**src/rtl/fetch_pkg.sv**
```systemverilog
// fetch_pkg: shared constants and types for the instruction prefetch queue.
//   INSTR_BYTES   - byte stride between consecutive instruction fetches
//   fetch_state_e - fetch FSM states (FETCH: issuing, DRAIN: discarding stale responses)
//   ptr_width()   - FIFO pointer width for a given power-of-two depth
package fetch_pkg;

  localparam int unsigned INSTR_BYTES = 4;

  typedef enum logic [0:0] {
    FETCH = 1'b0,
    DRAIN = 1'b1
  } fetch_state_e;

  function automatic int unsigned ptr_width(input int unsigned depth);
    return (depth > 1) ? $clog2(depth) : 1;
  endfunction

endpackage

```
**src/rtl/prefetch_fifo.sv**
```systemverilog
// prefetch_fifo: synchronous FIFO holding fetched {pc, instr} entries.
// Ports:
//   clk, reset      - clock, asynchronous active-high reset
//   flush           - empties the FIFO at the next edge (wins over push/pop)
//   push, push_data - write an entry at the tail
//   pop             - drop the head entry (ignored when empty)
//   head_data       - current head entry (valid only when !empty)
//   count           - number of stored entries, 0..Depth
//   full, empty     - occupancy flags
module prefetch_fifo
  import fetch_pkg::*;
#(
  parameter int unsigned Width = 64,
  parameter int unsigned Depth = 4
) (
  input  logic                   clk,
  input  logic                   reset,
  input  logic                   flush,
  input  logic                   push,
  input  logic [Width-1:0]       push_data,
  input  logic                   pop,
  output logic [Width-1:0]       head_data,
  output logic [$clog2(Depth):0] count,
  output logic                   full,
  output logic                   empty
);

  localparam int unsigned PtrW = ptr_width(Depth);
  localparam int unsigned CntW = PtrW + 1;

  logic [Width-1:0] mem_q [Depth];
  logic [PtrW-1:0]  wr_ptr_q, wr_ptr_d;
  logic [PtrW-1:0]  rd_ptr_q, rd_ptr_d;
  logic [CntW-1:0]  count_q, count_d;
  logic             do_push, do_pop;

  assign full      = (count_q == CntW'(Depth));
  assign empty     = (count_q == '0);
  assign count     = count_q;
  assign head_data = mem_q[rd_ptr_q];

  assign do_pop  = pop && !empty && !flush;
  // Writing while full is only safe when the head leaves in the same cycle.
  assign do_push = push && !flush && (!full || do_pop);

  always_comb begin
    wr_ptr_d = wr_ptr_q;
    rd_ptr_d = rd_ptr_q;
    count_d  = count_q;
    if (flush) begin
      wr_ptr_d = '0;
      rd_ptr_d = '0;
      count_d  = '0;
    end else begin
      if (do_push) wr_ptr_d = wr_ptr_q + PtrW'(1);
      if (do_pop)  rd_ptr_d = rd_ptr_q + PtrW'(1);
      count_d = count_q + CntW'(do_push) - CntW'(do_pop);
    end
  end

  always_ff @(posedge clk or posedge reset) begin
    if (reset) begin
      wr_ptr_q <= '0;
      rd_ptr_q <= '0;
      count_q  <= '0;
    end else begin
      wr_ptr_q <= wr_ptr_d;
      rd_ptr_q <= rd_ptr_d;
      count_q  <= count_d;
    end
  end

  // Storage is not reset; head_data is only meaningful when !empty.
  always_ff @(posedge clk) begin
    if (do_push) mem_q[wr_ptr_q] <= push_data;
  end

endmodule

```
**src/rtl/instr_prefetch_queue.sv**
```systemverilog
// instr_prefetch_queue: instruction fetch stage with a request/response memory
// interface, a DEPTH-entry prefetch FIFO and branch redirect with stale-response drop.
// Ports:
//   clk, reset                       - clock, asynchronous active-high reset
//   imem_req_valid/ready/addr        - fetch request channel (word-aligned address)
//   imem_resp_valid/data             - in-order fetch responses (never back-pressured)
//   redirect_valid/pc                - single-cycle redirect; pc[1:0] ignored
//   instr_valid/ready/data/pc        - head of the prefetch FIFO towards decode
//   inflight                         - accepted requests still awaiting a response
// Optional feature, macro PREFETCH_PERF_EN: adds saturating 32-bit counters
//   perf_fetched (kept responses), perf_dropped (discarded responses) and
//   perf_stall (cycles with instr_ready && !instr_valid).
module instr_prefetch_queue
  import fetch_pkg::*;
#(
  parameter int unsigned   XLEN     = 32,
  parameter int unsigned   AW       = 32,
  parameter int unsigned   DEPTH    = 4,
  parameter logic [AW-1:0] RESET_PC = '0
) (
  input  logic                   clk,
  input  logic                   reset,
  output logic                   imem_req_valid,
  input  logic                   imem_req_ready,
  output logic [AW-1:0]          imem_req_addr,
  input  logic                   imem_resp_valid,
  input  logic [XLEN-1:0]        imem_resp_data,
  input  logic                   redirect_valid,
  input  logic [AW-1:0]          redirect_pc,
  output logic                   instr_valid,
  input  logic                   instr_ready,
  output logic [XLEN-1:0]        instr_data,
  output logic [AW-1:0]          instr_pc,
  output logic [$clog2(DEPTH):0] inflight
`ifdef PREFETCH_PERF_EN
  ,
  output logic [31:0]            perf_fetched,
  output logic [31:0]            perf_dropped,
  output logic [31:0]            perf_stall
`endif
);

  localparam int unsigned   PtrW   = ptr_width(DEPTH);
  localparam int unsigned   CntW   = PtrW + 1;
  localparam logic [CntW:0] DepthC = (CntW + 1)'(DEPTH);
  localparam logic [AW-1:0] Step   = AW'(INSTR_BYTES);

  fetch_state_e    state_q, state_d;
  logic [AW-1:0]   fetch_pc_q, fetch_pc_d;
  logic [AW-1:0]   resp_pc_q, resp_pc_d;
  logic [CntW-1:0] inflight_q, inflight_d;
  logic [CntW-1:0] drop_cnt_q, drop_cnt_d;

  logic [CntW-1:0]      fifo_count;
  logic                 fifo_full, fifo_empty;
  logic [AW+XLEN-1:0]   fifo_head;
  logic [CntW:0]        credit_used;
  logic                 req_fire, resp_keep, instr_pop;
  logic [AW-1:0]        redirect_pc_aligned;
  logic                 unused_redirect_lsbs;

  assign redirect_pc_aligned  = {redirect_pc[AW-1:2], 2'b00};
  assign unused_redirect_lsbs = ^redirect_pc[1:0];

  // Every request reserves a FIFO slot up front, so responses always find room.
  assign credit_used    = {1'b0, fifo_count} + {1'b0, inflight_q};
  assign imem_req_valid = !reset && (state_q == FETCH) && (credit_used < DepthC) &&
                          !redirect_valid;
  assign imem_req_addr  = fetch_pc_q;
  assign req_fire       = imem_req_valid && imem_req_ready;

  // A response landing in the redirect cycle belongs to the old stream.
  assign resp_keep = imem_resp_valid && (drop_cnt_q == '0) && !redirect_valid;

  assign instr_valid = !fifo_empty;
  assign instr_pop   = instr_valid && instr_ready;
  assign instr_pc    = instr_valid ? fifo_head[AW+XLEN-1:XLEN] : '0;
  assign instr_data  = instr_valid ? fifo_head[XLEN-1:0] : '0;
  assign inflight    = inflight_q;

  always_comb begin
    state_d    = state_q;
    fetch_pc_d = fetch_pc_q;
    resp_pc_d  = resp_pc_q;
    drop_cnt_d = drop_cnt_q;
    inflight_d = inflight_q + CntW'(req_fire) - CntW'(imem_resp_valid);

    if (req_fire)  fetch_pc_d = fetch_pc_q + Step;
    if (resp_keep) resp_pc_d  = resp_pc_q + Step;
    if (imem_resp_valid && (drop_cnt_q != '0)) drop_cnt_d = drop_cnt_q - CntW'(1);

    if ((state_q == DRAIN) && (drop_cnt_d == '0)) state_d = FETCH;

    // Everything still outstanding after this edge belongs to the old stream.
    if (redirect_valid) begin
      fetch_pc_d = redirect_pc_aligned;
      resp_pc_d  = redirect_pc_aligned;
      drop_cnt_d = inflight_d;
      state_d    = (inflight_d != '0) ? DRAIN : FETCH;
    end
  end

  always_ff @(posedge clk or posedge reset) begin
    if (reset) begin
      state_q    <= FETCH;
      fetch_pc_q <= RESET_PC;
      resp_pc_q  <= RESET_PC;
      inflight_q <= '0;
      drop_cnt_q <= '0;
    end else begin
      state_q    <= state_d;
      fetch_pc_q <= fetch_pc_d;
      resp_pc_q  <= resp_pc_d;
      inflight_q <= inflight_d;
      drop_cnt_q <= drop_cnt_d;
    end
  end

  prefetch_fifo #(
    .Width (AW + XLEN),
    .Depth (DEPTH)
  ) u_fifo (
    .clk       (clk),
    .reset     (reset),
    .flush     (redirect_valid),
    .push      (resp_keep),
    .push_data ({resp_pc_q, imem_resp_data}),
    .pop       (instr_pop),
    .head_data (fifo_head),
    .count     (fifo_count),
    .full      (fifo_full),
    .empty     (fifo_empty)
  );

  // The credit rule must make a push into a full FIFO without a pop impossible.
  push_on_full_a: assert property (@(posedge clk) disable iff (reset)
    !(resp_keep && fifo_full && !instr_pop));

`ifdef PREFETCH_PERF_EN
  logic [31:0] perf_fetched_q, perf_fetched_d;
  logic [31:0] perf_dropped_q, perf_dropped_d;
  logic [31:0] perf_stall_q, perf_stall_d;

  always_comb begin
    perf_fetched_d = perf_fetched_q;
    perf_dropped_d = perf_dropped_q;
    perf_stall_d   = perf_stall_q;
    if (resp_keep && (perf_fetched_q != '1)) perf_fetched_d = perf_fetched_q + 32'd1;
    if (imem_resp_valid && !resp_keep && (perf_dropped_q != '1)) begin
      perf_dropped_d = perf_dropped_q + 32'd1;
    end
    if (instr_ready && !instr_valid && (perf_stall_q != '1)) perf_stall_d = perf_stall_q + 32'd1;
  end

  always_ff @(posedge clk or posedge reset) begin
    if (reset) begin
      perf_fetched_q <= '0;
      perf_dropped_q <= '0;
      perf_stall_q   <= '0;
    end else begin
      perf_fetched_q <= perf_fetched_d;
      perf_dropped_q <= perf_dropped_d;
      perf_stall_q   <= perf_stall_d;
    end
  end

  assign perf_fetched = perf_fetched_q;
  assign perf_dropped = perf_dropped_q;
  assign perf_stall   = perf_stall_q;
`endif

endmodule

```
**config.mk**
```make
export PLATFORM = sky130hd
export DESIGN_NAME = instr_prefetch_queue
export DESIGN_NICKNAME = d
export VERILOG_FILES = /design/src/rtl/fetch_pkg.sv /design/src/rtl/prefetch_fifo.sv /design/src/rtl/instr_prefetch_queue.sv
export SDC_FILE = /design/constraint.sdc
export NUM_CORES = 1
export LEC_CHECK = 0
export CAP_MARGIN = 20
export CORE_UTILIZATION = 50
export CTS_BUF_LIST = sky130_fd_sc_hd__clkbuf_2 sky130_fd_sc_hd__clkbuf_4 sky130_fd_sc_hd__clkbuf_8
export DETAILED_ROUTE_END_ITERATION = 8
export PLACE_DENSITY = 0.77
export SKIP_LAST_GASP = 1
export SYNTH_ARGS = -nofsm -noshare
export SYNTH_HDL_FRONTEND = slang
export SYNTH_SLANG_ARGS = --single-unit
```
**constraint.sdc**
```tcl
create_clock -name clk -period 5.5 [get_ports clk]
set_clock_uncertainty 0.2 [all_clocks]
set_input_delay 0.825 -clock clk [delete_from_list [all_inputs] [get_ports clk]]
set_output_delay 0.825 -clock clk [all_outputs]
set_load 0.1 [all_outputs]
```
==> metrics.md <==
| Metric | Value |
|---|---|
| Grt total ovfl | 0 |
| Post-Route WL | 27500 microns |
| Setup Viol. Count Final | 0 |
| # hold bufs at CTS | 0 |
| Leakage | 5.77 nW |
| Initial Utilization | 50.8% |
| CP max stage cell | clkdlybuf4s50_1 |
| Pwr dens | 534 mW/mm^2 |
| Core area | 0.0270 sq mm |
| Post-CTS Setup Bufs | 0 |
| Cells after synthesis | 872 |
| Drc violations | 0 |
| Vias in the first global route | 8216 |
| Vias | 8145 |
| Async S/R FF share, synth | 23.0% |
| Die area | 0.0281 sq mm |
| Worst Path Required | 4470 ps |
| Die width | 168 microns |
| Top cells by area, synth | edfxtp_1 54%, dfrtp_1 14%, mux4_2 10% |
| Clock latency on the worst-skew pair | 580 ps |
| Share of cells above drive strength 1 | 17.3% |
| Final Max Slew Viols | 0 |
| Synth unique cells | 56 |
| Number of synthesis warnings | 0 |
| Sum Neg Setup Slack | 0 ps |
| Worst setup SP type | flip-flop |
| Layout Nets | 1147 |
| Number of core rows | 60 |
| Fin crit share | 82.0% |
| Slew headroom | 27.3% |
| N_diodes | 0 |
| Main flop type after synthesis | edfxtp_1 |
| Seq cells post-synth | 322 |
| RePlAce Congestion | 0.867 |
| FILL cells | 1972 |
| Largest net degree at the start of global routing | 68 |
| Fmax | 222 MHz |
| Largest delay share family, worst path | buffers and inverters |
| Post-cts resize count | 0 |
| I/O Pins | 171 |
| CP Capture Type | output pin |
| Kind of critical path | flip-flop to output pin |
| Number of synthesized flops with an enable pin | 248 |
| Max incr delay on CP | 970 ps |
| Port Buffers | 164 |
| RSZ-0062 raised after global routing | false |
| Bufs on Longest Clock Path | 3 |
| Router iterations before antenna repair | 4 |
| CTS Sinks | 322 |
| CTS tree | done |
| Crit path cell chain | buf_12 > mux4_2 > and2_1 > clkdlybuf4s50_1 |
| Yosys top cell by area | edfxtp_1 |
| Clock root cell | clkbuf_8 |
| Top-area cell type share of the netlist area | 54.4% |
| Hpwl dp | 16900 microns |
| Syn avg cell area | 15.7 sq um |
| All-Layer GR Usage | 20.2% |
| P&R area growth vs syn | 22.9% |
| Initial antenna violation count | 0 |
| Post-route ant nets | 0 |
| First-pass GRT wire length | 44100 microns |
| Final Hold Vio Count | 0 |
| Max_cap viols | 0 |
| Register area share after synthesis | 67.9% |
| Crit path DAT | 3490 ps |
| Crit Path Max Fanout | 36 |
| 1st-iter DRT viols | 666 |
| Total Power | 0.00898 W |
| Area of the mapped netlist | 0.0137 sq mm |
| Run status | completed |
| Clock Pin Slew Worst Setup and Hold Paths | 60 ps |
| Worst Tran Pin Value | 1090 ps |
| Avg Vias per Cell | 5.64 |
| HP Class | flip-flop to flip-flop |
| Peak VDD IR | 0.383 mV |
| Worst path bufs/invs | 2 |
| Num CTS Buffers | 52 |
| Die height | 168 microns |
| Routed wire per std cell | 19.1 microns |
| Minimum clock period | 4510 ps |
| H-tree levels | 2 |
[routing by layer]
metal	up-vias	part of all wire (%)	global-route usage (%)
met5	-	0	0
met4	0	1.6	5.82
met3	49	6.4	3.64
met2	318	47	31.6
met1	4064	45	29.2
li1	3714	-	-
[worst paths after layout]
| check | startpoint | endpoint | slack [ps] | cells after the start |
|---|---|---|---|---|
| setup / recovery | u_fifo.rd_ptr_q[0] | instr_data[12] | 990 | 4 |
| hold / removal | state_q | state_q | 320 | 1 |
| setup reg to reg | u_fifo.count[2] | state_q | 2010 | 13 |
| hold reg to reg | state_q | state_q | 320 | 1 |
| max in group asynchronous | reset | resp_pc_q[29] | 3670 | 3 |
| min in group asynchronous | reset | state_q | 330 | 2 |
[registers in the layout, indices dropped and copies added, names as in the netlist]
signal	cells
u_fifo.mem_q	248
imem_req_addr	30
resp_pc_q	30
drop_cnt_q	3
inflight	3
u_fifo.count	3
u_fifo.rd_ptr_q	2
u_fifo.wr_ptr_q	2
state_q	1
[logic make-up (layout without fill, tap and decap cells)]
| family | after synthesis | in the layout | share of synthesized area (%) |
|---|---|---|---|
| adders and majority gates | 16 | 16 | 1.57 |
| and+or+nand+nor | 269 | 269 | 11.0 |
| other | 1 | 4 | 0.0274 |
| DFF | 322 | 322 | 67.9 |
| muxes | 73 | 73 | 11.1 |
| AOI/OAI and AO/OA | 82 | 82 | 3.72 |
| buffers and inverters | 70 | 299 | 2.26 |
| xor gates and xnor gates | 39 | 39 | 2.49 |
[power breakdown]
part	switching [W]	internal, W	total (W)	leakage (nW)
clock network	0.000922	0.00120	0.00212	0.578
logic	0.00282	0.00105	0.00387	2.05
registers	0.000205	0.00278	0.00299	3.14
total	0.00395	0.00503	0.00898	5.77
[synthesized netlist by cell type (4+ instances only)]
| cell | n |
|---|---|
| and2_1 | 69 |
| mux4_2 | 62 |
| nand3_1 | 33 |
| nor4_1 | 4 |
| ha_1 | 14 |
| nor4_2 | 4 |
| and4_1 | 7 |
| a21oi_1 | 8 |
| xor2_1 | 11 |
| and3_1 | 15 |
| o211ai_1 | 13 |
| mux2i_1 | 5 |
| nand3b_1 | 4 |
| nand2_1 | 57 |
| inv_1 | 25 |
| o311ai_0 | 5 |
| edfxtp_1 | 248 |
| nor2_1 | 30 |
| o21ai_1 | 8 |
| or3_1 | 6 |
| buf_2 | 10 |
| xnor2_1 | 28 |
| buf_4 | 4 |
| nand4_1 | 16 |
| dfrtp_1 | 74 |
| o21ai_0 | 32 |
| clkbuf_1 | 26 |
| nor3_1 | 11 |
| mux2_2 | 6 |
| a31oi_1 | 4 |
[per-stage QoR]
step / area (sq um) / std cells / hold slack, ps / utilization (%) / worst slack, ps
2_1_floorplan: 13700 / 875 / 289 / - / 1440
3_3_place_gp: 15700 / 1347 / 309 / 58.4 / 1460
3_5_place_dp: 15700 / 1348 / 312 / 58.4 / 1370
4_1_cts: 16800 / 1445 / 319 / 62.5 / 873
5_1_grt: 16800 / 1445 / 355 / 62.5 / 765
6_report: 16800 / 1445 / 323 / 62.5 / 988
[layout by cell type (no fill, tap or decap), types with 8 or more instances in the layout]
cell type	count
o211ai_1	13
nand3_1	33
inv_1	24
clkdlybuf4s50_1	163
clkbuf_8	58
a21oi_1	8
and2_1	65
dfrtp_1	72
mux4_2	62
xnor2_1	28
clkinv_2	11
ha_1	14
o21ai_1	8
nor2_1	30
edfxtp_1	248
xor2_1	11
o21ai_0	32
clkbuf_4	13
nor3_1	11
and3_1	15
nand4_1	16
nand2_1	57
clkinv_1	10
[cell type report]
type / instances / area, sq um / area share, %
flip-flops and latches: 322 / 9300 / 55.3
repair buffers: 176 / 1800 / 10.7
well taps: 341 / 427 / 2.53
multi-input cells: 483 / 4110 / 24.4
clock buffers: 71 / 896 / 5.32
clock inverters: 26 / 198 / 1.17
inverters: 26 / 97.6 / 0.580
No activity file was read; power rests on OpenSTA's default activity.
==> edit (same settings) <==
Change the parameter `XLEN` from 32 to 16.
--- a/src/rtl/instr_prefetch_queue.sv
+++ b/src/rtl/instr_prefetch_queue.sv
@@ -13,7 +13,7 @@
 module instr_prefetch_queue
   import fetch_pkg::*;
 #(
-  parameter int unsigned   XLEN     = 32,
+  parameter int unsigned   XLEN     = 16,
   parameter int unsigned   AW       = 32,
   parameter int unsigned   DEPTH    = 4,
   parameter logic [AW-1:0] RESET_PC = '0
Interface: changed (resized imem_resp_data and instr_data); port bits go from 171 to 139. The function was not compared with the original's and may differ.
==> edit against the original RTL <==
  * Setup slack improved by 0.098 ns
  * Sequential cell count fell by 64
  * Register-to-register slack improved by 0.11 ns
  * Design area down 19%
  * Die area down 18%
  * Critical path type unchanged
  * Power fell by 25%
  * Cell count decreased by 15%
  * Largest power group unchanged
  * Wire length shrank 16%
  * Highest routed layer unchanged
  * Synthesized area down 18%
  * Synthesized cell count shrank 13%
  * Largest cell class unchanged
==> edit: results (changes against the original RTL) <==
- GR Util All Layers: 20.94% (was 20.21%)
- Inverters: 19 (was 26)
- Pre-CTS setup slack: 1.452 ns (was 1.369 ns)
- Gate power share: 39.1% (was 43.1%)
- Worst Path Max Fanout: 48 (was 36)
- # port buffers: 132 (was 164)
- Routed wire length: 23230 um (was 27550 um)
- Ranking of synthesized cells by area: edfxtp_1, dfrtp_1, mux4_2 (unchanged)
- DPL Wire Length: 15000 um (was 16920 um)
- Commonest cells in the synthesized netlist: edfxtp_1, dfrtp_1, nand2_1, and2_1, mux4_2 (was edfxtp_1, dfrtp_1, and2_1, mux4_2, nand2_1)
- Gp weighted congestion: 0.8790 (was 0.8667)
- Layout Utilization: 62.58% (was 62.45%)
- VDD IR max: 239.8 uV (was 383.5 uV)
- Max reg flops: 184 (was 248)
- Post-place instance area: 12820 um^2 (was 15740 um^2)
- Nets: 986 (was 1147)
- Sequential share of the synthesized area: 65.93% (was 67.88%)
- Unique masters post-synth: 49 (was 56)
- Layout clock buffer count: 60 (was 71)
- Filler cells: 1624 (was 1972)
- Delay-heaviest family, CP: flip-flops (was buffers and inverters)
- Clock share of power: 24.2% (was 23.6%)
- Nonclk buf count: 151 (was 176)
- Status: complete, no violations (unchanged)
- Cts bufs inserted: 42 (was 52)
- Worst Path Arrival: 3.39 ns (was 3.49 ns)
- Largest stage delay, worst path: 1.06 ns (was 0.97 ns)
- Multi-input comb cells: 444 (was 483)
- Non-clock buffer share: 10.72% (was 10.70%)
- DRT iter0 DRCs: 435 (was 666)
- Ratio of cells with drive above 1 in the final layout: 16.24% (was 17.30%)
- Cell area after layout: 13700 um^2 (was 16830 um^2)
- Post-synth EDFFs: 184 (was 248)
- First-pass GRT wire length: 36260 um (was 44060 um)
- Clock buf/inv share: 6.174% (was 6.497%)
- R2r worst-path depth: 7 (was 13)
- Routed WL per cell: 18.91 um (was 19.06 um)
- Fraction of area in multi-input gates: 26.14% (was 24.41%)
edit: cell types whose count changed after synthesis, sizes merged, moves of 4 or more:
cell / delta
buf: -4
nor2: -6
edfxtp: -64
o311ai: +5
xnor2: -13
nor3: -10
and2: -11
nand4: +4
inv: -7
and3: -9
mux4: -16
xor2: +13
edit: worst paths after layout:
check / from / to / slack, ns
min: state_q$_DFFE_PP0P_ / state_q$_DFFE_PP0P_ / 0.34
max: u_fifo.rd_ptr_q[0]$_DFFE_PP0P_ / instr_pc[30] / 1.09
max in group asynchronous: reset / resp_pc_q[8]$_DFFE_PP0N_ / 3.85
max reg2reg: drop_cnt_q[0]$_DFF_PP0_ / u_fifo.mem_q[2][39]$_DFFE_PP_ / 2.12
min reg2reg: state_q$_DFFE_PP0P_ / state_q$_DFFE_PP0P_ / 0.34
min in group asynchronous: reset / state_q$_DFFE_PP0P_ / 0.36
edit: metal layers:
| metal | global-route usage, % | share of wire [%] |
|---|---|---|
| met5 | 0 | 0 |
| met4 | 6.139 | 1.2 |
| met3 | 4.102 | 7.2 |
| met2 | 31.26 | 45 |
| met1 | 31.30 | 46 |
edit: metrics by stage:
stage               hold slack, ns  power (mW)
floorplan                   0.2760       4.536
global placement            0.3203       5.138
detailed placement          0.3297       5.167
CTS                         0.3438       6.809
global route                0.3601       7.025
finish                      0.3401       6.741
edit: kinds of logic (layout without fill, tap and decap cells):
kind of cell | Yosys count | in the layout | synth area share, %
buffers and inverters | 60 | 246 | 2.214
flip-flops | 258 | 258 | 65.93
other | 1 | 4 | 0.03351
XOR/XNOR | 39 | 39 | 3.053
AO/OA/AOI/OAI | 87 | 87 | 4.875
AND/OR/NAND/NOR | 238 | 238 | 11.36
multiplexers | 60 | 60 | 10.61
adder cells (fa/ha/maj) | 16 | 16 | 1.923
